File: src/rtl/snake_pkg.sv
// Shared types for the snake head controller: heading encoding, controller
// state encoding and the reverse-direction helper.
package snake_pkg;

    typedef enum logic [1:0] {
        DIR_UP,
        DIR_DOWN,
        DIR_LEFT,
        DIR_RIGHT
    } dir_t;

    typedef enum logic [1:0] {
        IDLE,
        RUN,
        OVER
    } head_state_t;

    // True when b is the exact opposite heading of a.
    function automatic logic is_reverse(dir_t a, dir_t b);
        return ((a == DIR_UP)    && (b == DIR_DOWN))  ||
               ((a == DIR_DOWN)  && (b == DIR_UP))    ||
               ((a == DIR_LEFT)  && (b == DIR_RIGHT)) ||
               ((a == DIR_RIGHT) && (b == DIR_LEFT));
    endfunction

endpackage

File: src/rtl/snake_head_ctrl_move_tick.sv
// Move tick generator: counts 0..TICK_DIV-1 while enabled and raises a
// one-cycle terminal-count pulse on the last count. The clear input holds
// the counter at zero.
module move_tick #(
    parameter int TICK_DIV = 12500000
) (
    input  logic clk,
    input  logic reset,
    input  logic enable,
    input  logic clear,
    output logic tick
);

    localparam int CW = (TICK_DIV > 2) ? $clog2(TICK_DIV) : 1;
    localparam logic [CW-1:0] TC = CW'(TICK_DIV - 1);

    logic [CW-1:0] count;

    assign tick = enable && !clear && (count == TC);

    // Free-running interval counter, restarting from zero after each tick.
    always_ff @(posedge clk or negedge reset) begin
        if (!reset) begin
            count <= '0;
        end else if (clear) begin
            count <= '0;
        end else if (enable) begin
            if (count == TC) begin
                count <= '0;
            end else begin
                count <= count + 1'b1;
            end
        end
    end

endmodule

File: src/rtl/snake_head_ctrl.sv
// Snake head controller: owns head position, heading, length, game-over and
// the move strobe feeding the per-cell LED array.
// Build option: define WRAP_AROUND_EN to make the head wrap at the grid edges
// instead of colliding with them.
//
// state | meaning
// IDLE  | waiting for the first valid direction press, no move strobes
// RUN   | moving one cell per tick in the pending heading
// OVER  | wall or self collision, frozen until reset
module snake_head_ctrl
    import snake_pkg::*;
#(
    parameter int ROWS      = 16,
    parameter int COLS      = 16,
    parameter int TICK_DIV  = 12500000,
    parameter int START_I   = 10,
    parameter int START_J   = 7,
    parameter int START_LEN = 3,
    parameter int MAX_LEN   = 256
) (
    input  logic        clk,
    input  logic        reset,
    input  logic        btn_up,
    input  logic        btn_down,
    input  logic        btn_left,
    input  logic        btn_right,
    input  logic [4:0]  apple_i,
    input  logic [4:0]  apple_j,
    input  logic        self_hit,
    output logic [4:0]  next_i,
    output logic [4:0]  next_j,
    output logic [4:0]  i_head,
    output logic [4:0]  j_head,
    output logic [15:0] length,
    output logic        sys,
    output logic        gameOver,
    output logic        apple_eaten
);

    localparam logic signed [5:0] ROWS_S = 6'(ROWS);
    localparam logic signed [5:0] COLS_S = 6'(COLS);
    localparam logic [15:0]       MAX_L  = 16'(MAX_LEN);

    head_state_t state;
    dir_t        dir_q;
    dir_t        pend_q;
    dir_t        press_dir;
    dir_t        ref_dir;
    logic        press_vld;
    logic        press_ok;
    logic        tick;
    logic        wall;
    logic        hit;
    logic        eat;
    logic signed [5:0] ni_s;
    logic signed [5:0] nj_s;

    move_tick #(
        .TICK_DIV(TICK_DIV)
    ) u_move_tick (
        .clk    (clk),
        .reset  (reset),
        .enable (state == RUN),
        .clear  (state != RUN),
        .tick   (tick)
    );

    // Pick one press per cycle, up > down > left > right.
    always_comb begin
        press_vld = 1'b1;
        press_dir = DIR_RIGHT;
        if (btn_up) begin
            press_dir = DIR_UP;
        end else if (btn_down) begin
            press_dir = DIR_DOWN;
        end else if (btn_left) begin
            press_dir = DIR_LEFT;
        end else if (btn_right) begin
            press_dir = DIR_RIGHT;
        end else begin
            press_vld = 1'b0;
        end
    end

    // On a committing tick the pending heading becomes the committed one in
    // the same edge, so a coincident press is judged against it.
    assign ref_dir  = (tick && !hit) ? pend_q : dir_q;
    assign press_ok = press_vld && !is_reverse(ref_dir, press_dir);

    // Candidate next cell with signed headroom for the -1 / ROWS cases.
    always_comb begin
        ni_s = $signed({1'b0, i_head});
        nj_s = $signed({1'b0, j_head});
        wall = 1'b0;
        case (pend_q)
            DIR_UP:    ni_s = ni_s - 6'sd1;
            DIR_DOWN:  ni_s = ni_s + 6'sd1;
            DIR_LEFT:  nj_s = nj_s - 6'sd1;
            default:   nj_s = nj_s + 6'sd1;
        endcase
`ifdef WRAP_AROUND_EN
        if (ni_s < 6'sd0) begin
            ni_s = ROWS_S - 6'sd1;
        end else if (ni_s >= ROWS_S) begin
            ni_s = 6'sd0;
        end
        if (nj_s < 6'sd0) begin
            nj_s = COLS_S - 6'sd1;
        end else if (nj_s >= COLS_S) begin
            nj_s = 6'sd0;
        end
`else
        wall = (ni_s < 6'sd0) || (ni_s >= ROWS_S) ||
               (nj_s < 6'sd0) || (nj_s >= COLS_S);
`endif
    end

    assign next_i = ni_s[4:0];
    assign next_j = nj_s[4:0];
    assign hit    = wall || self_hit;
    assign eat    = (next_i == apple_i) && (next_j == apple_j);

    // Controller FSM: heading capture, move commit and collision handling.
    always_ff @(posedge clk or negedge reset) begin
        if (!reset) begin
            state       <= IDLE;
            i_head      <= 5'(START_I);
            j_head      <= 5'(START_J);
            length      <= 16'(START_LEN);
            dir_q       <= DIR_RIGHT;
            pend_q      <= DIR_RIGHT;
            sys         <= 1'b0;
            apple_eaten <= 1'b0;
            gameOver    <= 1'b0;
        end else begin
            sys         <= 1'b0;
            apple_eaten <= 1'b0;
            case (state)
                IDLE: begin
                    if (press_ok) begin
                        pend_q <= press_dir;
                        state  <= RUN;
                    end
                end
                RUN: begin
                    if (press_ok) begin
                        pend_q <= press_dir;
                    end
                    if (tick) begin
                        sys <= 1'b1;
                        if (hit) begin
                            gameOver <= 1'b1;
                            state    <= OVER;
                        end else begin
                            i_head      <= next_i;
                            j_head      <= next_j;
                            dir_q       <= pend_q;
                            apple_eaten <= eat;
                            if (eat && (length < MAX_L)) begin
                                length <= length + 16'd1;
                            end
                        end
                    end
                end
                OVER: begin
                end
                default: begin
                    state <= IDLE;
                end
            endcase
        end
    end

endmodule

File: config.mk
export PLATFORM = sky130hd
export DESIGN_NAME = snake_head_ctrl
export DESIGN_NICKNAME = d
export VERILOG_FILES = /design/src/rtl/snake_pkg.sv /design/src/rtl/snake_head_ctrl_move_tick.sv /design/src/rtl/snake_head_ctrl.sv
export SDC_FILE = /design/constraint.sdc
export NUM_CORES = 1
export LEC_CHECK = 0
export BUFFER_PORTS_ARGS = -buffer_cell sky130_fd_sc_hd__buf_4
export CAP_MARGIN = 20
export CORE_UTILIZATION = 45
export DETAILED_ROUTE_END_ITERATION = 16
export PLACE_DENSITY = 0.66
export REMOVE_ABC_BUFFERS = 1
export SLEW_MARGIN = 20
export SYNTH_ARGS = -nofsm -noshare
export SYNTH_HDL_FRONTEND = slang
export SYNTH_SLANG_ARGS = --single-unit
File: constraint.sdc
create_clock -name clk -period 4.45 [get_ports clk]
set_input_delay 0.2225 -clock clk [delete_from_list [all_inputs] [get_ports clk]]
set_output_delay 0.2225 -clock clk [all_outputs]
set_load 0.03 [all_outputs]
==> results of run 1 <==
-- logic make-up after synthesis --
logic type / count (synthesis)
compound gates: 39
xor+xnor: 54
fa+ha+maj: 8
buf+inv: 34
flops: 59
mux: 5
simple gates: 158
-- per-stage QoR --
stage               power, mW  instance area [um^2]  utilization, %  hold slack (ns)  cells
floorplan              0.8405                  3318               -         -0.07309    341
global placement       0.9322                  3877           53.46           0.3397    498
detailed placement     0.9366                  3877           53.46           0.3425    498
CTS                     1.500                  4114           56.72           0.2654    515
global route            1.560                  4114           56.72           0.2977    515
finish                  1.479                  4114           56.72           0.2860    515
-- state kept, by name, summed over array words and instances, names as in the netlist --
name / flops
apple_eaten: 1
length: 16
state: 2
pend_q: 2
gameOver: 1
j_head: 5
sys: 1
i_head: 5
dir_q: 2
u_move_tick.count: 24
-- worst max-delay path: cells and delay by family (launching register included) --
family | cells | cell delay, ns
flip-flops | 1 | 0.81
adder cells (fa/ha/maj) | 1 | 0.47
AND/OR/NAND/NOR | 6 | 1.90
XOR/XNOR | 2 | 0.32
buffers and inverters | 2 | 0.23
AO/OA/AOI/OAI | 1 | 0.15
-- worst min path at each step --
| stage | start | to | slack, ns | depth (start not counted) |
|---|---|---|---|---|
| after CTS | btn_up | pend_q[0]$_DFFE_PN1P_ | 0.27 | 3 |
| final | btn_up | pend_q[0]$_DFFE_PN1P_ | 0.29 | 3 |
| after floorplan | reset | apple_eaten$_DFF_PN0_ | -0.07 | 0 |
| after detailed placement | reset | j_head[3]$_DFFE_PN0P_ | 0.34 | 1 |
| after global placement | reset | j_head[3]$_DFFE_PN0P_ | 0.34 | 1 |
| after global routing | btn_left | pend_q[0]$_DFFE_PN1P_ | 0.30 | 3 |
-- cells in the final DEF, fill, tap and decap left out, types with 3 or more instances in the layout --
| cell | count |
|---|---|
| a211oi_1 | 4 |
| a21o_1 | 3 |
| a21oi_1 | 7 |
| a31oi_1 | 3 |
| and2_1 | 3 |
| and3_1 | 4 |
| buf_4 | 58 |
| clkbuf_8 | 10 |
| dfrtp_1 | 48 |
| dfstp_2 | 11 |
| ha_1 | 7 |
| inv_1 | 17 |
| mux2_2 | 3 |
| nand2_1 | 33 |
| nand2b_1 | 3 |
| nand3_1 | 18 |
| nand4_1 | 11 |
| nor2_1 | 44 |
| nor3_1 | 10 |
| nor4_1 | 8 |
| o21ai_0 | 11 |
| or3_1 | 5 |
| or4_1 | 4 |
| xnor2_1 | 23 |
| xor2_1 | 28 |
-- routing by layer --
layer	wire (um)	up-vias	GRT usage [%]
met5	0	-	0
li1	-	1333	-
met4	150	0	8.504
met1	3403	1256	25.99
met2	3364	60	32.17
met3	350	11	6.250
-- cell type report --
class / instances / area (um^2) / share of cell area, %
multi-input combinational: 264 / 1760 / 42.79
sequential: 59 / 1490 / 36.22
timing repair buffer: 59 / 445.4 / 10.83
clock buffer: 10 / 137.6 / 3.345
tap: 99 / 123.9 / 3.011
clock inverter: 6 / 88.84 / 2.159
inverter: 18 / 67.56 / 1.642
-- power breakdown --
group | total (mW) | switching, mW | internal [mW]
combinational | 0.300 | 0.169 | 0.131
sequential | 0.628 | 0.0502 | 0.577
clock | 0.551 | 0.221 | 0.330
==> impl_metrics.py, run 1 <==
metrics = {
    "clock_tree": {
        "hold_buffers": 1,
        "cts.sinks": 59,
        "post_cts_resize_count": 0,
        "cts_htree_levels": 3,
        "cts.path.max_buffers": 2,
        "worstSkewPairLatency_ns": 0.34,
        "cts_tree": "done",
        "root_buffer": "clkbuf_8",
        "cts_setup_buffers": 0,
        "numCtsBuffers": 9,
        "clk_pin_slew_ns": 0.07,
    },
    "logic_synthesis": {
        "synth-edff-count": 0,
        "yosys.area_share.adder_pct": 3.185,
        "synthesis.instances": 357,
        "yosysSeqAreaShare_pct": 44.11,
        "yosys.area_share.xor_xnor_pct": 15.26,
        "synth.area.mux_share_pct": 1.630,
        "ys_types": 52,
        "synth.most_common_cell": "dfrtp_1",
        "synth.largest_area_cell": "dfrtp_1",
        "synth-compound-area-share_pct": 7.444,
        "synth_top_family_by_area": "simple AND/OR/NAND/NOR gates",
        "ys.flop_type": "dfrtp_1",
        "netlist_area_mm2": 0.003378,
        "synthTopCellsByCount": "48 x dfrtp_1, 44 x nor2_1, 33 x nand2_1",
        "yosysWarnings": 0,
        "synthTopCellsByArea": "dfrtp_1 36%, dfstp_2 8.6%, xor2_1 7.3%",
        "avgSynthCellArea_um2": 9.463,
        "ys_ff_latch": 59,
        "yosys.area_share.simple_pct": 24.59,
        "synth_top_area_share_pct": 35.56,
        "postSynth.asyncResetShare_pct": 100.0,
    },
    "critical_path": {
        "arrival_ns": 4.24,
        "start_kind": "flop",
        "crit_fanout": 25,
        "crit_chain": "clkinv_1 -> nand2_1 -> inv_1 -> fa_1 -> xnor2_1 -> or4_1 -> o22ai_1 -> nand4_1 -> nor4_1 -> nand4_4 -> nor4_4 -> xor2_1",
        "critPathMaxStageDelay_ns": 0.81,
        "end_kind": "flop",
        "crit_end": "length[7]$_DFFE_PN0P_",
        "regToRegSetupSlack_ns": 0.47,
        "reg2reg_depth": 12,
        "r2r-end": "length[7]$_DFFE_PN0P_",
        "critPathRequiredTime_ns": 4.71,
        "cp_slowest_cell": "dfstp_2",
        "startpoint": "pend_q[1]$_DFFE_PN1P_",
        "crit_type": "flop to flop",
        "regToRegStartpoint": "pend_q[1]$_DFFE_PN1P_",
    },
    "place": {
        "hpwl_um": 5253,
        "portBuffers": 55,
        "pre_cts_slack_ns": 0.4678,
        "gp_congestion": 0.8374,
    },
    "global_routing": {
        "grt_pass1_wl_um": 11890,
        "grt_pass1_vias": 2536,
        "antenna_found_initial": 0,
        "grt_overflow_total": 0,
        "grt_max_degree": 60,
        "track_usage_pct": 20.37,
    },
    "timing": {
        "fin_crit_ns": 3.981,
        "rsz0062_at_grt": "no",
        "hold_viol": 0,
        "finalSetupViolations": 0,
        "finalMaxSlewViolations": 0,
        "fin_ws_ns": 0.4688,
        "fin_setup_tns_ns": 0,
        "worstMarginPinSlew_ns": 0.7625,
        "relSlewSlack_pct": 49.05,
        "fin_crit_sh_pct": 89.47,
        "clock_skew_ns": 0.009214,
        "max_freq_mhz": 251.2,
    },
    "die": {
        "num_rows": 31,
        "die_area_mm2": 0.007858,
        "io_pins": 56,
        "die_h_um": 88.65,
        "die_x_um": 88.65,
        "start_util_pct": 46.58,
        "core_area_mm2": 0.007253,
    },
    "routing": {
        "drtPass1Iterations": 4,
        "wl_um": 7268,
        "num_vias": 2660,
        "ant_nets": 0,
        "drtIter0Drc": 108,
        "drc": 0,
        "drt-vias-per-instance": 5.165,
        "wl_per_cell_um": 14.11,
    },
    "worst_hold_path": {
        "hp-class": "primary input to flop",
    },
    "outcome": {
        "status": "finished, final reports clean",
    },
    "final_layout": {
        "drive_gt1_share_pct": 22.84,
        "fin_nets": 436,
        "num_antenna_cells": 0,
        "area_growth_pct": 21.78,
        "nFillCells": 666,
    },
    "pwr": {
        "vdd_drop_max_mv": 0.1761,
        "p_per_area_mw_per_mm2": 359.5,
        "leakage_nw": 1.925,
    },
    "run": {
        "cap_viol_max_count": 0,
    },
}
(Power assumes the default switching activity.)
==> run 2, diff against run 1 <==
--- a/config.mk
+++ b/config.mk
@@ -8,8 +8,10 @@
 export BUFFER_PORTS_ARGS = -buffer_cell sky130_fd_sc_hd__buf_4
 export CAP_MARGIN = 20
 export CORE_UTILIZATION = 45
+export CTS_BUF_LIST = sky130_fd_sc_hd__clkbuf_16
 export DETAILED_ROUTE_END_ITERATION = 16
-export PLACE_DENSITY = 0.66
+export PLACE_DENSITY = 0.63
+export RECOVER_POWER = 25
 export REMOVE_ABC_BUFFERS = 1
 export SLEW_MARGIN = 20
 export SYNTH_ARGS = -nofsm -noshare
==> run 2 against run 1 <==
- the flow now finishes with violations (capacitance limit, slew limit)
- non-clock buffer count unchanged
- clock power increased by 19%
- fmax increased by 5.4%
- worst setup slack improved by 0.20 ns
- core utilization increased by 0.72 points
- critical path depth increased by 1
- die area unchanged
- first-iteration DRC count decreased by 15%
- critical endpoint is now pend_q[0]$_DFFE_PN1P_
==> impl_metrics.py, run 2 (synthesis gave the netlist of run 1 again) <==
metrics = {
    "outcome": {
        "status": "finished, violations left",
        "violations": "capacitance limit, slew limit",
    },
    "final_layout": {
        "largest-register": "u_move_tick.count",
        "nFillCells": 669,
        "fin_nets": 436,
        "largest_register_ffs": 24,
        "final_common_cell": "buf_4",
        "final_cell_mix": "58 x buf_4, 48 x dfrtp_1, 44 x nor2_1",
        "num_antenna_cells": 0,
        "fin_util_pct": 57.44,
        "top_regs": "u_move_tick.count x24, length x16",
        "area_growth_pct": 23.33,
        "drive_gt1_share_pct": 22.36,
    },
    "clock_tree": {
        "cts_htree_levels": 3,
        "post_cts_resize_count": 0,
        "numCtsBuffers": 9,
        "hold_buffers": 0,
        "clk_pin_slew_ns": 0.05,
        "cts_tree": "done",
        "root_buffer": "clkbuf_16",
        "cts_setup_buffers": 0,
        "cts.sinks": 59,
        "cts.path.max_buffers": 2,
        "worstSkewPairLatency_ns": 0.32,
    },
    "critical_path": {
        "regToRegSetupSlack_ns": 0.67,
        "start_kind": "flop",
        "regToRegStartpoint": "pend_q[0]$_DFFE_PN1P_",
        "crit_type": "flop to flop",
        "arrival_ns": 4.02,
        "r2r-end": "pend_q[0]$_DFFE_PN1P_",
        "end_kind": "flop",
        "crit_fanout": 14,
        "startpoint": "pend_q[0]$_DFFE_PN1P_",
        "reg2reg_depth": 13,
        "critPathRequiredTime_ns": 4.70,
    },
    "timing": {
        "rsz0062_at_grt": "no",
        "finalMaxSlewViolations": 60,
        "max_freq_mhz": 264.7,
        "clock_skew_ns": 0.004421,
        "fin_ws_ns": 0.6726,
        "finalSetupViolations": 0,
        "hold_viol": 0,
        "worstMarginPinSlew_ns": 3.086,
        "fin_crit_ns": 3.777,
        "worst_hold_slack_ns": 0.3169,
        "relSlewSlack_pct": -105.8,
        "fin_crit_sh_pct": 84.89,
        "fin_setup_tns_ns": 0,
    },
    "routing": {
        "drtIter0Drc": 92,
        "ant_nets": 0,
        "wl_per_cell_um": 13.78,
        "drtPass1Iterations": 4,
        "drc": 0,
        "drt-vias-per-instance": 5.221,
        "num_vias": 2689,
        "wl_um": 7095,
    },
    "global_routing": {
        "grt_pass1_wl_um": 11790,
        "track_usage_pct": 19.84,
        "grt_pass1_vias": 2522,
        "grt_max_degree": 60,
        "antenna_found_initial": 0,
        "grt_overflow_total": 0,
    },
    "run": {
        "cap_viol_max_count": 1,
    },
    "die": {
        "core_area_mm2": 0.007253,
        "die_h_um": 88.65,
        "start_util_pct": 46.58,
        "die_x_um": 88.65,
        "num_rows": 31,
        "io_pins": 56,
        "die_area_mm2": 0.007858,
    },
    "place": {
        "pre_cts_slack_ns": 0.6922,
        "portBuffers": 55,
        "gp_congestion": 0.8711,
        "hpwl_um": 5195,
    },
    "worst_hold_path": {
        "hp-class": "primary input to flop",
        "hold_depth": 5,
        "hold_start": "self_hit",
        "hold_path_end": "j_head[3]$_DFFE_PN0P_",
    },
    "pwr": {
        "vdd_drop_max_mv": 0.1881,
        "finalPower_mw": 1.589,
        "leakage_nw": 1.958,
        "p_per_area_mw_per_mm2": 381.3,
    },
}
-- run 2: report_power, final --
part           internal [mW]  switching, mW  total (mW)
clock                  0.425          0.232       0.657
combinational          0.131          0.173       0.304
sequential             0.579         0.0494       0.628
total                   1.13          0.454        1.59
-- run 2: worst max-delay path by stage --
stage | end
floorplan | length[7]$_DFFE_PN0P_
global placement | length[7]$_DFFE_PN0P_
detailed placement | pend_q[0]$_DFFE_PN1P_
CTS | pend_q[0]$_DFFE_PN1P_
global route | length[7]$_DFFE_PN0P_
finish | pend_q[0]$_DFFE_PN1P_
-- run 2: metal layers --
layer / share of wire, % / GRT usage [%] / vias up
met5: 0 / 0 / -
met4: 0.70 / 7.331 / 0
met3: 3.9 / 5.131 / 5
met2: 49 / 31.82 / 55
met1: 47 / 25.90 / 1285
li1: - / - / 1344
-- run 2: final cells by class --
| cell class | count | area, um^2 | area share, % |
|---|---|---|---|
| well taps | 99 | 123.9 | 2.973 |
| clock inverters | 7 | 60.06 | 1.441 |
| repair buffers | 59 | 439.2 | 10.54 |
| inverters | 18 | 67.56 | 1.622 |
| multi-input cells | 264 | 1760 | 42.25 |
| flip-flops and latches | 59 | 1490 | 35.77 |
| clock buffers | 9 | 225.2 | 5.405 |
-- run 2: worst max-delay path, cell delays in order, from the launching register on --
cell and delay [ns]:
dfstp_2 0.65, inv_1 0.11, nand2_1 0.08, xnor2_1 0.07
ha_1 0.22, or3_1 0.37, o31ai_1 0.46, nor4b_1 0.11
a211oi_1 0.56, or3_1 0.20, buf_4 0.17, nand3_1 0.12
a22oi_2 0.23, mux2_1 0.34
-- run 2: per-stage QoR --
step | area (um^2) | cells
after CTS | 4170 | 515
after detailed placement | 3885 | 499
final | 4167 | 515
after floorplan | 3318 | 341
after global placement | 3885 | 499
after global routing | 4167 | 515
==> run 3, diff against run 2 <==
==> constraint.sdc (replaced) <==
create_clock -name clk -period 3.95 [get_ports clk]
set_input_delay 0.1975 -clock clk [delete_from_list [all_inputs] [get_ports clk]]
set_output_delay 0.1975 -clock clk [all_outputs]
set_load 0.03 [all_outputs]
==> run 3 against run 2 <==
- the run now ends clean
- worst setup slack worse by 0.30 ns
- wire length is 4.2% higher
- hold slack worse by 0.030 ns
- combinational power is 15% higher
- core utilization is 0.12 points lower
- sequential share of layout area is 0.075 points higher
- largest cell class unchanged
- largest power group unchanged
- highest routed layer unchanged
==> impl_metrics.py, run 3 (synthesis gave the netlist of run 1 again) <==
metrics = {
    "clock_tree": {
        "worstSkewPairLatency_ns": 0.32,
        "cts.sinks": 59,
        "cts_setup_buffers": 0,
        "cts.path.max_buffers": 2,
        "clk_pin_slew_ns": 0.05,
        "cts_htree_levels": 3,
        "cts_tree": "done",
        "root_buffer": "clkbuf_16",
        "numCtsBuffers": 9,
    },
    "pwr": {
        "comb_power_share_pct": 19.5,
        "p_int_mw": 1.280,
        "clockPowerShare_pct": 41.4,
        "p_seq_share_pct": 39.1,
        "p_switching_mw": 0.5204,
        "leakage_nw": 1.922,
        "vdd_drop_max_mv": 0.2471,
        "p_sw_share_pct": 28.90,
        "p_per_area_mw_per_mm2": 433.1,
    },
    "place": {
        "pre_cts_slack_ns": 0.2457,
        "dpl-instance-area_mm2": 0.003900,
        "gp_congestion": 0.7937,
        "portBuffers": 55,
        "hpwl_um": 5239,
    },
    "run": {
        "cap_viol_max_count": 0,
    },
    "routing": {
        "num_vias": 2701,
        "drt-vias-per-instance": 5.214,
        "ant_nets": 0,
        "drtPass1Iterations": 4,
        "wl_um": 7394,
        "wl_per_cell_um": 14.27,
        "drtIter0Drc": 96,
        "drc": 0,
    },
    "timing": {
        "hold_viol": 0,
        "fin_crit_ns": 3.582,
        "relSlewSlack_pct": 2.188,
        "finalMaxSlewViolations": 0,
        "max_freq_mhz": 279.2,
        "clock_skew_ns": 0.006941,
        "finalSetupViolations": 0,
        "rsz0062_at_grt": "no",
        "fin_crit_sh_pct": 90.68,
        "fin_ws_ns": 0.3682,
        "worstMarginPinSlew_ns": 1.467,
        "worst_hold_slack_ns": 0.2868,
    },
    "global_routing": {
        "use_met2_pct": 32.80,
        "grt_max_degree": 60,
        "busiest_layer": "met2",
        "grt_overflow_total": 0,
        "grt_use_met3_pct": 4.851,
        "use_met1_pct": 25.84,
        "track_usage_pct": 20.36,
        "grt_pass1_wl_um": 12060,
        "antenna_found_initial": 0,
        "grt_pass1_vias": 2616,
    },
    "critical_path": {
        "crit_type": "flop to flop",
        "arrival_ns": 3.83,
        "crit_fanout": 9,
        "end_kind": "flop",
        "start_kind": "flop",
        "regToRegSetupSlack_ns": 0.37,
        "critPathRequiredTime_ns": 4.20,
    },
    "final_layout": {
        "final_cell_mix": "48 x dfrtp_1, 48 x buf_4, 44 x nor2_1",
        "largest-register": "u_move_tick.count",
        "top_regs": "u_move_tick.count x24, length x16",
        "largest_register_ffs": 24,
        "fin_nets": 439,
        "area_growth_pct": 23.07,
        "num_antenna_cells": 0,
        "nFillCells": 677,
        "drive_gt1_share_pct": 20.29,
        "fin_area_mm2": 0.004158,
    },
    "die": {
        "die_h_um": 88.65,
        "start_util_pct": 46.58,
        "io_pins": 56,
        "die_area_mm2": 0.007858,
        "num_rows": 31,
        "core_area_mm2": 0.007253,
        "die_x_um": 88.65,
    },
    "worst_hold_path": {
        "hp-class": "primary input to flop",
    },
    "outcome": {
        "status": "finished, final reports clean",
    },
}
==> run 3: cell types whose count changed in the layout (fill, tap and decap cells not counted), sizes merged <==
cell | before | now
buf | 58 | 48
inv | 18 | 17
clkbuf | 10 | 22
dlygate4sd3 | 0 | 1
clkinv | 5 | 6
==> run 3: repair_timing <==
item / CTS / global route
endpoints found under the hold margin: 48 / 0
hold buffers: 1 / 0
endpoints found under the setup margin: 0 / 9
gates resized for setup: 0 / 2
==> run 3: layer usage <==
metal	share of wire [%]	wire length, um
met1	47	3473
met2	47	3487
met3	3.8	280
met4	2.1	152
met5	0	0
==> run 3: through the flow <==
| stage | instances | setup TNS (ns) | util, % | power, mW |
|---|---|---|---|---|
| 2_1_floorplan | 341 | -0.4885 | - | 0.9468 |
| 3_5_place_dp | 501 | 0 | 53.77 | 1.062 |
| 3_3_place_gp | 501 | 0 | 53.77 | 1.056 |
| 4_1_cts | 518 | 0 | 57.82 | 1.817 |
| 6_report | 518 | 0 | 57.32 | 1.801 |
| 5_1_grt | 518 | 0 | 57.32 | 1.887 |
==> run 3: path summary, 6_finish.rpt <==
path	from	to	cells after the start
max	pend_q[1]$_DFFE_PN1P_	pend_q[0]$_DFFE_PN1P_	12
min	self_hit	j_head[3]$_DFFE_PN0P_	5
max reg2reg	pend_q[1]$_DFFE_PN1P_	pend_q[0]$_DFFE_PN1P_	12
min reg2reg	length[14]$_DFFE_PN0P_	length[14]$_DFFE_PN0P_	0
max in group asynchronous	reset	u_move_tick.count[22]$_DFF_PN0_	2
min in group asynchronous	reset	gameOver$_DFFE_PN0P_	2
==> run 3: final cells by class <==
cell class | instances | area [um^2] | area share (%)
Multi-Input combinational cell | 264 | 1772 | 42.61
Clock buffer | 9 | 225.2 | 5.417
Tap cell | 99 | 123.9 | 2.979
Inverter | 18 | 67.56 | 1.625
Clock inverter | 7 | 58.81 | 1.414
Timing Repair Buffer | 62 | 420.4 | 10.11
Sequential cell | 59 | 1490 | 35.84
==> run 3: power by group through the flow <==
stage	Combinational (mW)	Clock, mW	Sequential, mW
global route	0.386	0.790	0.712
detailed placement	0.351	0	0.711
global placement	0.345	0	0.711
CTS	0.353	0.761	0.703
floorplan	0.237	0	0.710
finish	0.351	0.745	0.704
==> run 3: critical path, stage by stage, from the launching register on <==
cell and delay, ns:
dfstp_2 0.62, clkinv_1 0.11, nand2_1 0.18, inv_1 0.08, fa_1 0.39, nand2b_1 0.18
a21o_1 0.18, xnor2_1 0.18, a211oi_1 0.62, or3_1 0.25, nand3_1 0.13, a22oi_2 0.23
mux2_1 0.34
